## config.mk

```make
export PLATFORM = sky130hd
export DESIGN_NAME = tl_vc_arbiter
export DESIGN_NICKNAME = d
export VERILOG_FILES = /design/src/rtl/tl_vc_arbiter_pkg.sv /design/src/rtl/tl_rr_grant.sv /design/src/rtl/tl_vc_arbiter.sv
export SDC_FILE = /design/constraint.sdc
export NUM_CORES = 1
export LEC_CHECK = 0
export BUFFER_PORTS_ARGS = -buffer_cell sky130_fd_sc_hd__buf_2
export CELL_PAD_IN_SITES_DETAIL_PLACEMENT = 0
export CELL_PAD_IN_SITES_GLOBAL_PLACEMENT = 1
export CORE_ASPECT_RATIO = 1.2
export CORE_MARGIN = 2
export CORE_UTILIZATION = 30
export CTS_CLUSTER_DIAMETER = 120
export DETAILED_ROUTE_END_ITERATION = 6
export GPL_ROUTABILITY_DRIVEN = 0
export PLACE_DENSITY = 0.79
export SYNTH_ARGS = -nofsm -noshare
export SYNTH_HDL_FRONTEND = slang
export SYNTH_SLANG_ARGS = --single-unit
```

## constraint.sdc

```tcl
create_clock -name clk -period 2.85 [get_ports clk]
set_clock_uncertainty 0.05 [all_clocks]
set_input_delay 0.57 -clock clk [delete_from_list [all_inputs] [get_ports clk]]
set_output_delay 0.57 -clock clk [all_outputs]
set_load 0.05 [all_outputs]
```

## src/rtl/tl_vc_arbiter_pkg.sv

```systemverilog
// Shared constants and index helpers for the TL virtual-channel arbiter.
// Build option: define TL_STRICT_PRIO_EN for fixed priority (src0 highest) instead of round-robin.
package tl_vc_arbiter_pkg;

  localparam int NUM_VC           = 4;
  localparam int VC_IDX_W         = 2;
  localparam int WIDTH_DEFAULT    = 12;
  localparam int DEST_LSB_DEFAULT = 10;

  typedef logic [VC_IDX_W-1:0] vc_idx_t;
  typedef logic [NUM_VC-1:0]   vc_vec_t;

  function automatic vc_idx_t vc_onehot_to_idx(input vc_vec_t oh);
    vc_idx_t idx;
    idx = '0;
    for (int i = 0; i < NUM_VC; i++) begin
      if (oh[i]) idx = vc_idx_t'(i);
    end
    return idx;
  endfunction

  function automatic vc_vec_t vc_idx_to_onehot(input vc_idx_t idx);
    return vc_vec_t'(1) << idx;
  endfunction

endpackage

```

## src/rtl/tl_rr_grant.sv

```systemverilog
// Combinational grant picker: first eligible source searching upward from ptr_i (mod 4),
// or from source 0 when TL_STRICT_PRIO_EN is defined.
module tl_rr_grant
  import tl_vc_arbiter_pkg::*;
(
  input  logic [NUM_VC-1:0]   eligible_i,
  input  logic [VC_IDX_W-1:0] ptr_i,
  output logic [NUM_VC-1:0]   grant_o,
  output logic [VC_IDX_W-1:0] grant_idx_o,
  output logic                grant_vld_o
);

  vc_idx_t start_idx;
  vc_idx_t cand_idx;
  logic    found;

`ifdef TL_STRICT_PRIO_EN
  logic unused_ptr;
  assign unused_ptr = ^ptr_i;
  assign start_idx  = '0;
`else
  assign start_idx  = ptr_i;
`endif

  // 2-bit index arithmetic gives the mod-4 wrap for free.
  always_comb begin
    grant_o     = '0;
    grant_idx_o = '0;
    found       = 1'b0;
    cand_idx    = '0;
    for (int off = 0; off < NUM_VC; off++) begin
      cand_idx = start_idx + vc_idx_t'(off);
      if (!found && eligible_i[cand_idx]) begin
        found             = 1'b1;
        grant_o[cand_idx] = 1'b1;
        grant_idx_o       = cand_idx;
      end
    end
    grant_vld_o = found;
  end

endmodule

```

## src/rtl/tl_vc_arbiter.sv

```systemverilog
// Pops one non-empty source FIFO per edge and forwards the word to the output FIFO named by its dest field.
// Build option: TL_STRICT_PRIO_EN selects strict priority in tl_rr_grant.
module tl_vc_arbiter
  import tl_vc_arbiter_pkg::*;
#(
  parameter int WIDTH    = WIDTH_DEFAULT,
  parameter int DEST_LSB = DEST_LSB_DEFAULT
) (
  input  logic                    clk,
  input  logic                    reset,
  input  logic [NUM_VC*WIDTH-1:0] src_data,
  input  logic [NUM_VC-1:0]       src_empty,
  output logic [NUM_VC-1:0]       src_pop,
  input  logic [NUM_VC-1:0]       dst_almost_full,
  output logic [NUM_VC-1:0]       dst_push,
  output logic [WIDTH-1:0]        dst_data,
  output logic                    busy
);

  logic [WIDTH-1:0] src_word [NUM_VC];

  for (genvar gi = 0; gi < NUM_VC; gi++) begin : g_unpack
    assign src_word[gi] = src_data[gi*WIDTH +: WIDTH];
  end

  vc_vec_t          src_pop_q,  src_pop_d;
  vc_idx_t          ptr_q,      ptr_d;
  logic             rd_vld_q,   rd_vld_d;
  vc_idx_t          rd_src_q,   rd_src_d;
  vc_vec_t          dst_push_q, dst_push_d;
  logic [WIDTH-1:0] dst_data_q, dst_data_d;

  vc_vec_t          eligible;
  vc_vec_t          grant;
  vc_idx_t          grant_idx;
  logic             grant_vld;
  logic             stall;
  logic [WIDTH-1:0] rd_word;
  vc_idx_t          rd_dest;

  // A source popped last edge still shows its pre-pop empty flag, so mask it for one edge.
  assign eligible = ~src_empty & ~src_pop_q;
  assign stall    = |dst_almost_full;

  tl_rr_grant u_grant (
    .eligible_i  (eligible),
    .ptr_i       (ptr_q),
    .grant_o     (grant),
    .grant_idx_o (grant_idx),
    .grant_vld_o (grant_vld)
  );

  assign rd_word = src_word[rd_src_q];
  assign rd_dest = rd_word[DEST_LSB +: VC_IDX_W];

  always_comb begin
    src_pop_d  = '0;
    ptr_d      = ptr_q;
    if (!stall && grant_vld) begin
      src_pop_d = grant;
      ptr_d     = grant_idx + vc_idx_t'(1);
    end
    rd_vld_d   = |src_pop_q;
    rd_src_d   = vc_onehot_to_idx(src_pop_q);
    dst_push_d = '0;
    dst_data_d = dst_data_q;
    if (rd_vld_q) begin
      dst_push_d = vc_idx_to_onehot(rd_dest);
      dst_data_d = rd_word;
    end
  end

  // Stall never gates the later stages: anything already popped always completes.
  always_ff @(posedge clk or negedge reset) begin
    if (!reset) begin
      src_pop_q  <= '0;
      ptr_q      <= '0;
      rd_vld_q   <= 1'b0;
      rd_src_q   <= '0;
      dst_push_q <= '0;
      dst_data_q <= '0;
    end else begin
      src_pop_q  <= src_pop_d;
      ptr_q      <= ptr_d;
      rd_vld_q   <= rd_vld_d;
      rd_src_q   <= rd_src_d;
      dst_push_q <= dst_push_d;
      dst_data_q <= dst_data_d;
    end
  end

  assign src_pop  = src_pop_q;
  assign dst_push = dst_push_q;
  assign dst_data = dst_data_q;
  assign busy     = rd_vld_q | (|src_pop_q) | (|dst_push_q);

endmodule

```

==> flow_metrics.py <==
metrics = {
    "routing": {
        "wl_per_cell_um": 15.0,
        "wl_met1_um": 1580,
        "highest_layer": "met4",
        "first_iter_violations": 53,
        "vias_per_cell": 5.28,
        "drt-pass1-iter-count": 4,
        "drc": 0,
        "wl_met2_um": 2200,
        "via_count": 1437,
        "drt-total-wl_um": 4090,
        "antenna_left": 0,
        "wl_met3_um": 166,
    },
    "synth": {
        "synth_cells": 131,
        "syn_nets": 197,
        "synth_area_um2": 1650,
        "ys_seq_area_frac": 0.380,
        "yosysWarnings": 0,
        "synth.distinct_cells": 37,
        "synth-seq-cells": 25,
        "syn_area_per_cell_um2": 12.6,
    },
    "cells_and_area": {
        "drive_above_1_share": 0.567,
        "multi_input_area_um2": 977,
        "diodes": 0,
        "regArea_um2": 626,
        "syn2layout_area_growth_pct": 31.1,
        "nFillCells": 525,
        "final_nets": 277,
        "final_cells": 272,
    },
    "timing": {
        "rsz0062_at_grt": "no",
        "fin_setup_tns_ns": 0,
        "fmax_mhz": 382,
        "hold_viol": 0,
        "finalCritPeriodShare": 0.920,
        "drv_slew": 0,
        "holdWs_ns": 0.212,
        "tightest_slew_ns": 0.701,
        "post-route-min-period_ns": 2.62,
        "timing.final.ws_setup_ns": 0.229,
        "finalSetupViolCount": 0,
        "slew_headroom": 0.533,
    },
    "placement": {
        "dp_cells": 268,
        "dp_slack_ns": 0.441,
        "io_buffer_count": 78,
        "dp_hpwl_um": 3370,
    },
    "grt": {
        "grt_pass1_wl_um": 6890,
        "grt_usage": 0.142,
        "grt_pass1_vias": 1485,
        "overflow": 0,
        "antenna_found_initial": 0,
        "grt_start_max_net_pins": 26,
    },
    "power_and_ir_drop": {
        "power_uw": 2060,
        "leakagePower_uw": 0.00105,
        "ir_drop_mv": 0.374,
        "power.density_nw_per_um2": 952,
    },
    "clocking": {
        "ctsHtreeMaxLevel": 1,
        "cts_tree": "done",
        "insertion_delay_ns": 0.27,
        "holdBufCountCts": 0,
        "clkTransAtPathRegs_ns": 0.09,
        "cts_buffers": 3,
        "cts_root_buf": "clkbuf_8",
        "post_cts_resize_count": 0,
        "cts_setup_buffers": 0,
        "cts.sinks": 25,
        "cts_buffer_depth": 2,
    },
    "die": {
        "initial_core_util": 0.311,
        "die_area_um2": 6100,
        "fp.dieH_um": 85.2,
        "rows": 29,
        "die_w_um": 71.7,
        "pin_count": 79,
        "design.core.area_um2": 5300,
    },
    "setup_path": {
        "slowest_delay_ns": 0.47,
        "cp_cell_sequence": "or2_2, or3_1, or3_1, buf_2",
        "r2r-start": "ptr_q[1]$_DFFE_PN0P_",
        "required_ns": 2.23,
        "cp-start-kind": "flop",
        "critical_path_class": "reg2out",
        "rrSetupSlack_ns": 0.42,
        "r2r_cells": 8,
        "worstSetupEndpointType": "output port",
        "worstPathArrival_ns": 2.00,
        "cp_max_fo": 5,
        "timing.rr.end": "ptr_q[1]$_DFFE_PN0P_",
        "slowest_stage": "dfrtp_1",
        "crit_top_cell": "or3_1",
    },
    "job": {
        "maxCapViolCount": 0,
    },
    "min_path": {
        "hold_path_class": "in2async",
    },
    "outcome": {
        "status": "finished, final reports clean",
    },
}
[layout make-up]
type | count | share of cell area
clock inverters | 1 | 0.00347
inverters | 5 | 0.00869
well taps | 62 | 0.0359
multi-input cells | 95 | 0.452
repair buffers | 81 | 0.191
flip-flops and latches | 25 | 0.290
clock buffers | 3 | 0.0191
[sequential cells by signal, summed over array words and instances, names as in the netlist]
name      flops
rd_vld_q      1
ptr_q         2
dst_push      4
src_pop       4
dst_data     12
rd_src_q      2
[power breakdown]
part	internal, µW	total (µW)	switching (µW)
logic	494	1300	801
registers	466	549	82.8
clock network	99.2	213	113
total	1060	2060	997
[layout by cell type (no fill, tap or decap), drive strengths merged, types with 2 or more instances in the layout]
cell      n
buf      81
dfrtp    25
mux4     16
mux2     12
nand2     9
ha        8
nor2      7
inv       5
or2       5
a22oi     5
a2bb2oi   4
a21oi     4
nor4      3
clkbuf    3
a21o      2
or3       2
nand4     2
o21ai     2
[cell usage after synthesis, drive strengths merged]
library cell  number  area, µm²
and3b              1       8.76
o21ai              2       10.0
a2111oi            1       15.0
a2bb2oi            4       35.0
nor3b              1       7.51
a22oi              5       42.5
a211oi             1       7.51
nand2              9       33.8
o21bai             1       7.51
xnor2              1       8.76
inv                5       18.8
or4                1       7.51
o22ai              1       6.26
nand2b             1       6.26
o41ai              1       16.3
a31oi              1       6.26
mux2              12        135
nor4               3       18.8
nor2               7       26.3
buf                4       18.8
mux4              16        360
a21o               2       15.0
nand4              2       12.5
a21oi              4       20.0
and3               1       6.26
ha                 8        100
mux2i              1       10.0
or2                5       31.3
or3                2       12.5
nor3               1       10.0
clkbuf             2       7.51
dfrtp             25        626
[how the worst max path moves through the flow]
stage                              start                    to  slack [ns]  cells past startpoint
global placement    ptr_q[1]$_DFFE_PN0P_  ptr_q[1]$_DFFE_PN0P_        0.47                      8
global route        src_pop[2]$_DFF_PN0_                  busy        0.16                      4
floorplan           src_pop[2]$_DFF_PN0_                  busy        0.42                      3
finish              src_pop[2]$_DFF_PN0_                  busy        0.23                      4
CTS                 src_pop[2]$_DFF_PN0_                  busy        0.22                      4
detailed placement  ptr_q[1]$_DFFE_PN0P_  ptr_q[1]$_DFFE_PN0P_        0.44                      8
[per-stage QoR]
step	util	instance area, µm²
CTS	0.408	2160
finish	0.408	2160
global route	0.408	2160
detailed placement	0.399	2110
global placement	0.399	2110
floorplan	-	1650
[critical path, delay by kind of cell (launching register included)]
family                 cells  cell delay [ns]
buffers and inverters      1             0.21
DFF                        1             0.47
and+or+nand+nor            3             1.04
[routing by layer]
metal / vias to the layer above / track usage
met2: 50 / 0.252
li1: 671 / -
met5: - / 0
met3: 12 / 0.0202
met1: 704 / 0.166
met4: 0 / 0.0669
[logic make-up (layout without fill, tap and decap cells)]
kind of cell	count (synthesis)	count (layout)	synth area share
xor gates and xnor gates	1	1	0.00532
and+or+nand+nor	34	34	0.110
buffers and inverters	11	90	0.0273
DFF	25	25	0.380
muxes	29	29	0.307
AOI/OAI and AO/OA	23	23	0.110
adders and majority gates	8	8	0.0607
(Power assumes the default switching activity.)
